**src/rtl/nsa_pkg.sv**
```systemverilog
// Shared types and constants for the nibble-serial add/subtract sequencer.
package nsa_pkg;

  localparam int NIB_W = 4;

  typedef enum logic [1:0] {
    S_IDLE = 2'd0,
    S_RUN  = 2'd1,
    S_DONE = 2'd2
  } state_t;

  function automatic int clog2(input int n);
    int r;
    r = 0;
    for (int i = 0; i < 32; i++) begin
      if ((1 << r) < n) r++;
    end
    return r;
  endfunction

endpackage

```
**src/rtl/addsub4_slice.sv**
```systemverilog
// Combinational 4-bit ripple add/subtract slice: s=1 adds the one's complement of b (cin supplies the +1).
module addsub4_slice
  import nsa_pkg::*;
(
  input  logic             s,
  input  logic [NIB_W-1:0] a,
  input  logic [NIB_W-1:0] b,
  input  logic             cin,
  output logic             cout,
  output logic [NIB_W-1:0] sout
);

  logic [NIB_W:0]   c;
  logic [NIB_W-1:0] bx;

  always_comb begin
    bx   = b ^ {NIB_W{s}};
    c    = '0;
    sout = '0;
    c[0] = cin;
    for (int i = 0; i < NIB_W; i++) begin
      sout[i]  = a[i] ^ bx[i] ^ c[i];
      c[i+1]   = (a[i] & bx[i]) | (c[i] & (a[i] ^ bx[i]));
    end
    cout = c[NIB_W];
  end

endmodule

```
**src/rtl/nibble_serial_addsub.sv**
```systemverilog
// Nibble-serial DATA_W add/subtract: one 4-bit slice reused LSB-first with a registered carry chain.
// Optional accumulator operand source enabled by defining NSA_ACCUM_EN.
module nibble_serial_addsub
  import nsa_pkg::*;
#(
  parameter  int NUM_NIB = 4,
  localparam int DATA_W  = NIB_W * NUM_NIB
) (
  input  logic              clk,
  input  logic              rst,
  input  logic              in_valid,
  output logic              in_ready,
  input  logic              in_sub,
  input  logic              in_acc,
  input  logic [DATA_W-1:0] in_a,
  input  logic [DATA_W-1:0] in_b,
  output logic              out_valid,
  input  logic              out_ready,
  output logic [DATA_W-1:0] out_result,
  output logic              out_carry,
  output logic              out_ovf,
  output logic              out_zero,
  output logic              busy
);

  localparam int IDX_W = clog2(NUM_NIB);
  localparam logic [IDX_W-1:0] LAST_IDX = IDX_W'(NUM_NIB - 1);

  state_t            state, state_nxt;
  logic [IDX_W-1:0]  idx;
  logic [DATA_W-1:0] a_q, b_q, res_q, res_nxt, a_src;
  logic              sub_q, carry_q;
  logic              carry_f, ovf_f, zero_f;
  logic [NIB_W-1:0]  a_nib, b_nib, sout;
  logic              cout;
  logic              accept, run, last, handshake;

  assign accept    = (state == S_IDLE) && in_valid;
  assign run       = (state == S_RUN);
  assign last      = run && (idx == LAST_IDX);
  assign handshake = (state == S_DONE) && out_ready;

  always_ff @(posedge clk) begin
    if (rst) state <= S_IDLE;
    else     state <= state_nxt;
  end

  always_comb begin
    state_nxt = state;
    unique case (state)
      S_IDLE:  if (in_valid)  state_nxt = S_RUN;
      S_RUN:   if (last)      state_nxt = S_DONE;
      S_DONE:  if (out_ready) state_nxt = S_IDLE;
      default:                state_nxt = S_IDLE;
    endcase
  end

`ifdef NSA_ACCUM_EN
  logic [DATA_W-1:0] acc_q;

  always_ff @(posedge clk) begin
    if (rst)            acc_q <= '0;
    else if (handshake) acc_q <= res_q;
  end

  assign a_src = in_acc ? acc_q : in_a;
`else
  logic unused_acc;
  assign unused_acc = in_acc;
  assign a_src      = in_a;
`endif

  // Stage 0: operand capture at the accept edge only.
  always_ff @(posedge clk) begin
    if (accept) begin
      a_q   <= a_src;
      b_q   <= in_b;
      sub_q <= in_sub;
    end
  end

  // Nibble select and result merge for the current index.
  always_comb begin
    a_nib   = '0;
    b_nib   = '0;
    res_nxt = res_q;
    for (int i = 0; i < NUM_NIB; i++) begin
      if (idx == i[IDX_W-1:0]) begin
        a_nib = a_q[i*NIB_W +: NIB_W];
        b_nib = b_q[i*NIB_W +: NIB_W];
        res_nxt[i*NIB_W +: NIB_W] = sout;
      end
    end
  end

  addsub4_slice u_slice (
    .s    (sub_q),
    .a    (a_nib),
    .b    (b_nib),
    .cin  (carry_q),
    .cout (cout),
    .sout (sout)
  );

  // Stage 1: one nibble per cycle; flags latched with the top nibble.
  always_ff @(posedge clk) begin
    if (rst) begin
      idx     <= '0;
      carry_q <= 1'b0;
      res_q   <= '0;
      carry_f <= 1'b0;
      ovf_f   <= 1'b0;
      zero_f  <= 1'b0;
    end else if (accept) begin
      idx     <= '0;
      carry_q <= in_sub;
    end else if (run) begin
      res_q   <= res_nxt;
      carry_q <= cout;
      if (last) begin
        idx     <= '0;
        carry_f <= cout;
        ovf_f   <= (a_q[DATA_W-1] == (b_q[DATA_W-1] ^ sub_q)) &&
                   (sout[NIB_W-1] != a_q[DATA_W-1]);
        zero_f  <= (res_nxt == '0);
      end else begin
        idx <= idx + 1'b1;
      end
    end
  end

  assign in_ready   = (state == S_IDLE);
  assign busy       = (state != S_IDLE);
  assign out_valid  = (state == S_DONE);
  assign out_result = res_q;
  assign out_carry  = carry_f;
  assign out_ovf    = ovf_f;
  assign out_zero   = zero_f;

endmodule

```
**config.mk**
```make
export PLATFORM = sky130hd
export DESIGN_NAME = nibble_serial_addsub
export DESIGN_NICKNAME = d
export VERILOG_FILES = /design/src/rtl/nsa_pkg.sv /design/src/rtl/addsub4_slice.sv /design/src/rtl/nibble_serial_addsub.sv
export SDC_FILE = /design/constraint.sdc
export NUM_CORES = 1
export LEC_CHECK = 0
export BUFFER_PORTS_ARGS = -buffer_cell sky130_fd_sc_hd__buf_2
export CORE_UTILIZATION = 50
export DETAILED_ROUTE_END_ITERATION = 16
export PLACE_DENSITY = 0.8
export SLEW_MARGIN = 30
export SYNTH_ARGS = -nofsm -noshare
export SYNTH_HDL_FRONTEND = slang
export SYNTH_SLANG_ARGS = --single-unit
```
**constraint.sdc**
```tcl
create_clock -name clk -period 3.71 [get_ports clk]
set_input_delay 0.371 -clock clk [delete_from_list [all_inputs] [get_ports clk]]
set_output_delay 0.371 -clock clk [all_outputs]
set_load 0.05 [all_outputs]
```
==> results.cfg, run 1 <==
[run_status]
status = completed

[sta]
slew_headroom_pct = 55.9
tightest_slew_ns = 0.660
finalMaxSlewViolations = 0
final-hold-violation-count = 0
tns_ns = 0
finalCritPeriodShare_pct = 94.3
setup_viol = 0
layout_min_cycle_time_ns = 3.50
rsz0062_at_grt = false
finalClockSkew_ns = 0.0102
fmax_ghz = 0.286

[yosys]
avgSynthCellArea_um2 = 11.4
seq_area_frac_synth_pct = 59.1
synthXorXnorAreaFrac_pct = 1.76
synth.distinct_cells = 33
synth_area_leaders = edfxtp_1, dfxtp_1, a21oi_1
async_reset_ff_share_pct = 0
synth_edf_count = 33
synth_compound_area_share_pct = 11.4
synthFlopType = edfxtp_1
netlist_instances = 218
synth_warnings = 0
synth_area_um2 = 2490
synthSimpleGateAreaFrac_pct = 13.6
ys_seq_elements = 57
synthAdderAreaFrac_pct = 5.23
synth_top_cell_area_share_pct = 39.8
synth_top_family_by_area = simple AND/OR/NAND/NOR gates
synth_nets = 264
synthMuxAreaShare_pct = 3.27
yosysTopAreaCell = edfxtp_1

[cts]
cts-root-buf = clkbuf_8
cts-htree-levels = 3
postCtsHoldBufs = 0
cts_buffers = 9
clock_tree.buffer_depth = 2
insertion_delay_ns = 0.33
cts.clk_slew.worst_paths_ns = 0.07
cts_tree = done
clock_sinks = 57

[worst_setup_path]
worstReg2RegStart = idx[0]
regToRegEndpoint = out_zero
reg2regPathDepth = 15
worstSetupEndpointType = register
worstPathRequired_ns = 3.99
crit_path_start_kind = register
path_max_fanout = 5
regToRegSetupSlack_ns = 0.21
arrival_ns = 3.78
critPathKind = reg2reg

[drt]
routed-via-count = 1764
viasPerCell = 4.96
drt_iter0_markers = 87
wl_per_cell_um = 13.3
drt-total-wl_um = 4750
dr.pass1.iters = 4
remaining_drc_errors = 0
ant_nets = 0

[global_route]
track_usage_pct = 20.0
grt_pass1_vias = 1630
grt_max_degree = 35
grt_antenna_before_repair = 0
grt_pass1_wl_um = 7670
grt-ovfl-total = 0

[die]
boundaryPins = 60
initial_utilization_pct = 52.4
coreArea_um2 = 4750
dieWidth_um = 72.6
die_y_um = 72.6
rows = 25
dieArea_um2 = 5270

[final_layout]
drive_gt1_share_pct = 35.3
fillers = 390
final_nets = 330
fin_util_pct = 65.8
antennaDiodeCount = 0
area_growth_pct = 25.7

[placed_design]
dp_hpwl_um = 3210
place_congestion = 0.768
io_buffers = 58

[job]
maxCapViolCount = 0

[power_and_ir_drop]
leakage_uw = 0.00127
powerDensity_nw_per_um2 = 540
power_uw = 1690
vdd_ir_drop_max_v = 0.000304

[hold_path]
hold_depth = 1
min-delay-start = in_b[0]
hold_path_end = b_q[0]
min_path_type = in2reg
## repair_timing
item                                    4_1_cts  5_1_grt
gates resized for setup                       0       18
setup buffers                                 0        3
hold endpoints to repair                      0        0
endpoints found under the setup margin        0        2
## cell type report
class                           count  area [um^2]  area share (%)
Tap cell                           67         83.8            2.68
Clock buffer                       13          149            4.76
Clock inverter                      3         65.1            2.08
Multi-Input combinational cell    135          927            29.6
Inverter                           10         41.3            1.32
Timing Repair Buffer               71          388            12.4
Sequential cell                    57         1480            47.2
## cells in the mapped netlist, types with 3 or more instances
master / n
a21oi_1: 22
nand2_1: 16
inv_1: 10
buf_2: 8
mux2i_1: 7
o21ai_0: 6
fa_1: 4
a22oi_1: 5
buf_6: 3
dfxtp_1: 24
buf_4: 3
nor2_1: 22
and2_1: 3
edfxtp_1: 33
nand2b_1: 3
nor3_1: 7
xor2_1: 3
nor2b_1: 7
ha_1: 4
a211oi_1: 10
## report_power, final
group | switching (uW) | internal, uW
registers | 16.9 | 709
logic | 187 | 143
clock network | 237 | 396
## per-layer routing
layer | vias to the layer above | global-route usage, % | wire (um)
li1 | 894 | - | -
met1 | 801 | 24.6 | 2140
met2 | 61 | 31.5 | 2260
met3 | 8 | 7.08 | 280
met4 | 0 | 9.37 | 63
met5 | - | 0 | 0
## logic make-up after synthesis
group                      after synthesis
DFF                                     57
xor gates and xnor gates                 5
muxes                                    8
and+or+nand+nor                         67
adders and majority gates                8
buffers and inverters                   26
AOI/OAI and AO/OA                       47
## cell usage in the layout, fill, tap and decap left out, types with 2 or more instances in the layout
cell type and instances:
inv_2 3, nor3_1 7, nand2b_1 3, nand3b_1 2
o21ai_1 2, edfxtp_1 33, buf_4 13, bufinv_16 2
nor3b_1 2, fa_2 4, xnor2_1 2, nand2_1 16
and2_1 3, mux2i_1 7, inv_1 6, clkbuf_1 3
dfxtp_1 22, nor2_1 22, a21oi_1 22, a211oi_1 10
nor2b_1 6, ha_4 3, buf_2 58, a221oi_1 2
clkbuf_8 10, nor2b_2 2, o21ai_0 5, xor2_1 3
a22oi_1 5
## worst max-delay path: stages (launching register included)
cell	delay, ns
dfxtp_4	0.37
clkinvlp_4	0.14
ha_4	0.21
a21oi_1	0.10
o21ai_0	0.09
a22oi_1	0.26
xnor2_1	0.20
fa_2	0.24
inv_1	0.05
fa_2	0.33
fa_2	0.34
inv_2	0.07
fa_2	0.46
buf_4	0.16
nor4b_2	0.27
a31o_1	0.17
## state kept, by name (all words and copies together), names as in the netlist
register,cells
a_q,16
b_q,16
out_carry,1
sub_q,1
idx,2
out_zero,1
carry_q,1
out_result,16
out_ovf,1
state,2
## metrics by stage
step           instances  cell area [um^2]  setup slack, ns  hold slack, ns
2_1_floorplan        218              2490            0.277           0.470
3_3_place_gp         337              2840            0.189           0.443
3_5_place_dp         337              2840            0.114           0.452
4_1_cts              353              3050            0.105           0.195
5_1_grt              356              3130           0.0141           0.192
6_report             356              3130            0.213           0.208
## worst max-delay path by stage
stage | start | cells after the start | to
6_report | idx[0] | 15 | out_zero
5_1_grt | idx[0] | 16 | out_ovf
4_1_cts | idx[1] | 16 | out_zero
3_5_place_dp | idx[1] | 16 | out_ovf
3_3_place_gp | idx[0] | 15 | out_zero
2_1_floorplan | idx[1] | 18 | out_zero
Power figures use the tool's default switching activity.
==> inputs of run 2 (changes only) <==
--- a/config.mk
+++ b/config.mk
@@ -5,10 +5,11 @@
 export SDC_FILE = /design/constraint.sdc
 export NUM_CORES = 1
 export LEC_CHECK = 0
-export BUFFER_PORTS_ARGS = -buffer_cell sky130_fd_sc_hd__buf_2
+export BUFFER_PORTS_ARGS = -buffer_cell sky130_fd_sc_hd__buf_4
 export CORE_UTILIZATION = 50
 export DETAILED_ROUTE_END_ITERATION = 16
 export PLACE_DENSITY = 0.8
+export REMOVE_ABC_BUFFERS = 1
 export SLEW_MARGIN = 30
 export SYNTH_ARGS = -nofsm -noshare
 export SYNTH_HDL_FRONTEND = slang
==> run 2 against run 1 <==
Sequential cell count is the same. Largest cell class unchanged. Critical path type unchanged. Clock power decreased by 4.7%. Routed wire length down 4.0%. Sequential share of layout area down 0.56 points. Maximum frequency grew 0.19%.
==> results.cfg, run 2 (synthesized netlist as in run 1, its figures left out) <==
[placed_design]
postPlaceCellArea_um2 = 2950
dp_hpwl_um = 3180
io_buffers = 58
pre_cts_slack_ns = 0.154
place_congestion = 0.765

[die]
rows = 25
initial_utilization_pct = 52.4
coreArea_um2 = 4750
boundaryPins = 60
die_y_um = 72.6
dieArea_um2 = 5270
dieWidth_um = 72.6

[sta]
final-hold-violation-count = 0
tns_ns = 0
setup_viol = 0
slew_headroom_pct = 39.2
layout_min_cycle_time_ns = 3.49
finalMaxSlewViolations = 0
rsz0062_at_grt = false
finalClockSkew_ns = 0.00413
tightest_slew_ns = 0.910
setup_ws_ns = 0.220
finalCritPeriodShare_pct = 94.1
fmax_ghz = 0.287

[final_layout]
area.sequential_um2 = 1470
area_growth_pct = 27.0
postLayoutCellArea_um2 = 3160
fillers = 379
mostFrequentLayoutCells = buf_4, edfxtp_1, nor2_1, a21oi_1, dfxtp_1
drive_gt1_share_pct = 29.8
multi_input_area_um2 = 885
antennaDiodeCount = 0
final_nets = 323
final_common_cell = buf_4

[power_and_ir_drop]
p_sw_uw = 423
power_uw = 1640
seqPwrFrac_pct = 44.3
leakage_uw = 0.00126
p_comb_share_pct = 18.9
vdd_ir_drop_max_v = 0.000304
swShare_pct = 25.8
powerDensity_nw_per_um2 = 518
p_int_uw = 1220
clockPowerShare_pct = 36.8

[drt]
remaining_drc_errors = 0
routed-via-count = 1780
drt_iter0_markers = 83
wl_per_cell_um = 13.1
viasPerCell = 5.10
dr.pass1.iters = 6
drt-total-wl_um = 4560
ant_nets = 0

[global_route]
met1_usage_pct = 21.6
grt_util_met3_pct = 6.25
grt_pass1_vias = 1727
top_usage_layer = met2
track_usage_pct = 18.8
grt_max_degree = 26
grt_pass1_wl_um = 7290
grt_antenna_before_repair = 0
grt-ovfl-total = 0
grtUsageMet2_pct = 32.1

[worst_setup_path]
worst-path-buf-inv = 3
worstPathCellList = inv_1 > ha_2 > a21oi_1 > o21ai_0 > a22oi_1 > xnor2_1 > fa_2 > inv_1 > fa_1 > fa_1 > inv_1 > fa_1 > nor2b_1 > a21oi_1 > nor3_1 > a31o_1
max_stage_delay_ns = 0.42
path_max_fanout = 4
crit_path_start_kind = register
crit_family = adder cells
regToRegSetupSlack_ns = 0.22
critPathSlowestCell = fa_1
critPathKind = reg2reg
worstSetupEndpointType = register
worstPathRequired_ns = 3.99
arrival_ns = 3.77

[cts]
postCtsSetupBuffers = 0
postCtsHoldBufs = 0
cts_buffers = 9
cts-htree-levels = 3
cts_tree = done
insertion_delay_ns = 0.33
cts-root-buf = clkbuf_8
clock_tree.buffer_depth = 2
clock_sinks = 57
cts_resized = 0
cts.clk_slew.worst_paths_ns = 0.06

[run_status]
status = completed

[job]
maxCapViolCount = 0

[hold_path]
min_path_type = in2reg
run 2: layout make-up:
class / count / share of cell area (%)
clock buffers: 12 / 4.27
multi-input cells: 135 / 28.0
repair buffers: 64 / 15.2
inverters: 10 / 1.19
well taps: 67 / 2.65
flip-flops and latches: 57 / 46.6
clock inverters: 4 / 2.14
run 2: metrics by stage:
step	hold slack, ns	util [%]	std cells
floorplan	0.440	-	202
global placement	0.442	62.1	333
detailed placement	0.456	62.1	333
CTS	0.204	66.3	349
global route	0.198	66.5	349
finish	0.215	66.5	349
run 2: worst reg2reg max path, stage by stage (launching register included):
cell     delay [ns]
dfxtp_2        0.36
inv_1          0.08
ha_2           0.21
a21oi_1        0.14
o21ai_0        0.12
a22oi_1        0.22
xnor2_1        0.17
fa_2           0.22
inv_1          0.04
fa_1           0.37
fa_1           0.38
inv_1          0.08
fa_1           0.42
nor2b_1        0.17
a21oi_1        0.09
nor3_1         0.19
a31o_1         0.16
run 2: path summary, 6_finish.rpt:
check	startpoint	endpoint	cells past startpoint
max	idx[0]	out_zero	16
min	in_a[0]	a_q[0]	1
max reg2reg	idx[0]	out_zero	16
min reg2reg	out_result[12]	out_result[12]	2
run 2: routing by layer:
layer / vias to the layer above / routed length [um]
li1: 887 / -
met1: 820 / 2050
met2: 65 / 2190
met3: 8 / 270
met4: 0 / 54
met5: - / 0
run 2: power by group through the flow:
stage          registers, uW  clock network (uW)  logic (uW)
6_report                 727                 603         310
5_1_grt                  730                 641         336
4_1_cts                  727                 613         310
3_5_place_dp             740                   0         310
3_3_place_gp             739                   0         305
2_1_floorplan            764                   0         171
==> inputs of run 3 (changes only) <==
--- a/config.mk
+++ b/config.mk
@@ -9,6 +9,7 @@
 export CORE_UTILIZATION = 50
 export DETAILED_ROUTE_END_ITERATION = 16
 export PLACE_DENSITY = 0.8
+export RECOVER_POWER = 50
 export REMOVE_ABC_BUFFERS = 1
 export SLEW_MARGIN = 30
 export SYNTH_ARGS = -nofsm -noshare
==> run 3 against run 2 <==
Routed wire length shrank 0.26%. Critical path depth did not move. Hold slack better by 0.025 ns. Register-to-register slack barely moved. Final area fell by 2.6%. Clock skew shrank 0.00068 ns. Global-route usage is the same. Sequential power about the same. Largest cell class unchanged. Highest routed layer unchanged.
==> results.cfg, run 3 (synthesized netlist as in run 1, its figures left out) <==
[power_and_ir_drop]
p_sw_uw = 420
seqPwrFrac_pct = 44.7
leakage_uw = 0.00116
swShare_pct = 25.8
clockPowerShare_pct = 36.9
p_comb_share_pct = 18.4
p_int_uw = 1210
vdd_ir_drop_max_v = 0.000303
powerDensity_nw_per_um2 = 528

[final_layout]
mostFrequentLayoutCells = edfxtp_1, clkbuf_4, clkbuf_1
multi_input_area_um2 = 882
fin_cells = 349
area.sequential_um2 = 1470
final_nets = 323
antennaDiodeCount = 0
fillers = 406
drive_gt1_share_pct = 22.0
area_growth_pct = 23.8
postLayoutCellArea_um2 = 3080

[worst_setup_path]
path_max_fanout = 4
worstReg2RegStart = idx[0]
regToRegSetupSlack_ns = 0.22
worstPathCellList = inv_1 > ha_2 > a21oi_1 > o21ai_0 > a22oi_1 > xnor2_1 > fa_2 > inv_1 > fa_1 > fa_1 > inv_1 > fa_1 > nor2b_1 > a21oi_1 > nor3_1 > a31o_1
crit_path_start_kind = register
critPathKind = reg2reg
max_stage_delay_ns = 0.42
worstPathRequired_ns = 3.98
worstSetupEndpointType = register
regToRegEndpoint = out_zero
arrival_ns = 3.76
critPathSlowestCell = fa_1
reg2regPathDepth = 16

[hold_path]
min_path_type = in2reg
hold_depth = 1
hold_path_end = a_q[0]
min-delay-start = in_a[0]

[placed_design]
dp_hpwl_um = 3180
postPlaceCellArea_um2 = 2950
dp_cells = 333
place_congestion = 0.765
io_buffers = 58

[cts]
insertion_delay_ns = 0.33
cts-htree-levels = 3
clock_tree.buffer_depth = 2
postCtsHoldBufs = 0
cts-root-buf = clkbuf_8
cts_tree = done
clock_sinks = 57
cts.clk_slew.worst_paths_ns = 0.06
cts_buffers = 9

[drt]
remaining_drc_errors = 0
ant_nets = 0
wl_per_cell_um = 13.0
dr.pass1.iters = 4
drt-total-wl_um = 4550
drt_iter0_markers = 93
viasPerCell = 5.09
routed-via-count = 1778

[sta]
layout_min_cycle_time_ns = 3.49
finalMaxSlewViolations = 0
finalCritPeriodShare_pct = 94.1
rsz0062_at_grt = false
tns_ns = 0
tightest_slew_ns = 0.900
setup_viol = 0
final-hold-violation-count = 0
slew_headroom_pct = 39.9
finalClockSkew_ns = 0.00346
hold_slack_ns = 0.239
fmax_ghz = 0.286

[run_status]
status = completed

[die]
initial_utilization_pct = 52.4
dieWidth_um = 72.6
dieArea_um2 = 5270
die_y_um = 72.6
coreArea_um2 = 4750
rows = 25
boundaryPins = 60

[global_route]
grt_pass1_vias = 1727
grt_max_degree = 26
grt-ovfl-total = 0
track_usage_pct = 18.8
grt_antenna_before_repair = 0
grt_pass1_wl_um = 7290

[job]
maxCapViolCount = 0
## run 3: changes by cell type in the layout (fill, tap and decap cells not counted)
cell      change
nor2b_2       -1
clkbuf_4     +33
buf_4        -54
nor2b_1       +1
clkbuf_1     +21
## run 3: routing by layer
metal | wire (um) | share of wire [%] | track usage, %
met5 | 0 | 0 | 0
met4 | 31 | 0.68 | 8.06
met3 | 299 | 6.6 | 6.25
met2 | 2190 | 48 | 32.1
met1 | 2030 | 45 | 21.6
## run 3: worst max-delay path by stage
stage / startpoint / end / slack [ns] / cells past startpoint
after floorplan: idx[1] / out_zero / 0.21 / 16
after global placement: idx[1] / out_zero / 0.24 / 16
after detailed placement: idx[1] / out_zero / 0.15 / 16
after CTS: idx[1] / out_zero / 0.13 / 16
after global routing: idx[0] / out_ovf / 0.006 / 16
final: idx[0] / out_zero / 0.22 / 16
## run 3: power by group through the flow
stage | combinational (uW) | sequential, uW | clock, uW
after CTS | 310 | 727 | 613
after global placement | 305 | 739 | 0
after floorplan | 171 | 764 | 0
after global routing | 326 | 730 | 641
final | 300 | 727 | 600
after detailed placement | 310 | 740 | 0
## run 3: critical path, delay by kind of cell, from the launching register on
kind	cells	cell delay, ns
AO/OA/AOI/OAI	5	0.73
buffers and inverters	3	0.20
adder cells (fa/ha/maj)	5	1.60
flip-flops	1	0.35
AND/OR/NAND/NOR	2	0.36
XOR/XNOR	1	0.17
## run 3: repair_timing
item	CTS	global route
endpoints found under the setup margin	0	2
endpoints found under the hold margin	0	0
gates resized for setup	0	6
setup buffers	0	0
## run 3: stage by stage
step / setup slack (ns) / util [%] / total power [uW]
floorplan: 0.209 / - / 936
global placement: 0.244 / 62.1 / 1040
detailed placement: 0.154 / 62.1 / 1050
CTS: 0.130 / 66.3 / 1650
global route: 0.00574 / 64.8 / 1700
finish: 0.219 / 64.8 / 1630
## run 3: final cells by class
type | count | area share [%]
clock buffer | 12 | 4.38
clock inverter | 4 | 2.19
inverter | 10 | 1.22
multi-input combinational | 135 | 28.6
sequential | 57 | 47.8
tap | 67 | 2.72
timing repair buffer | 64 | 13.0
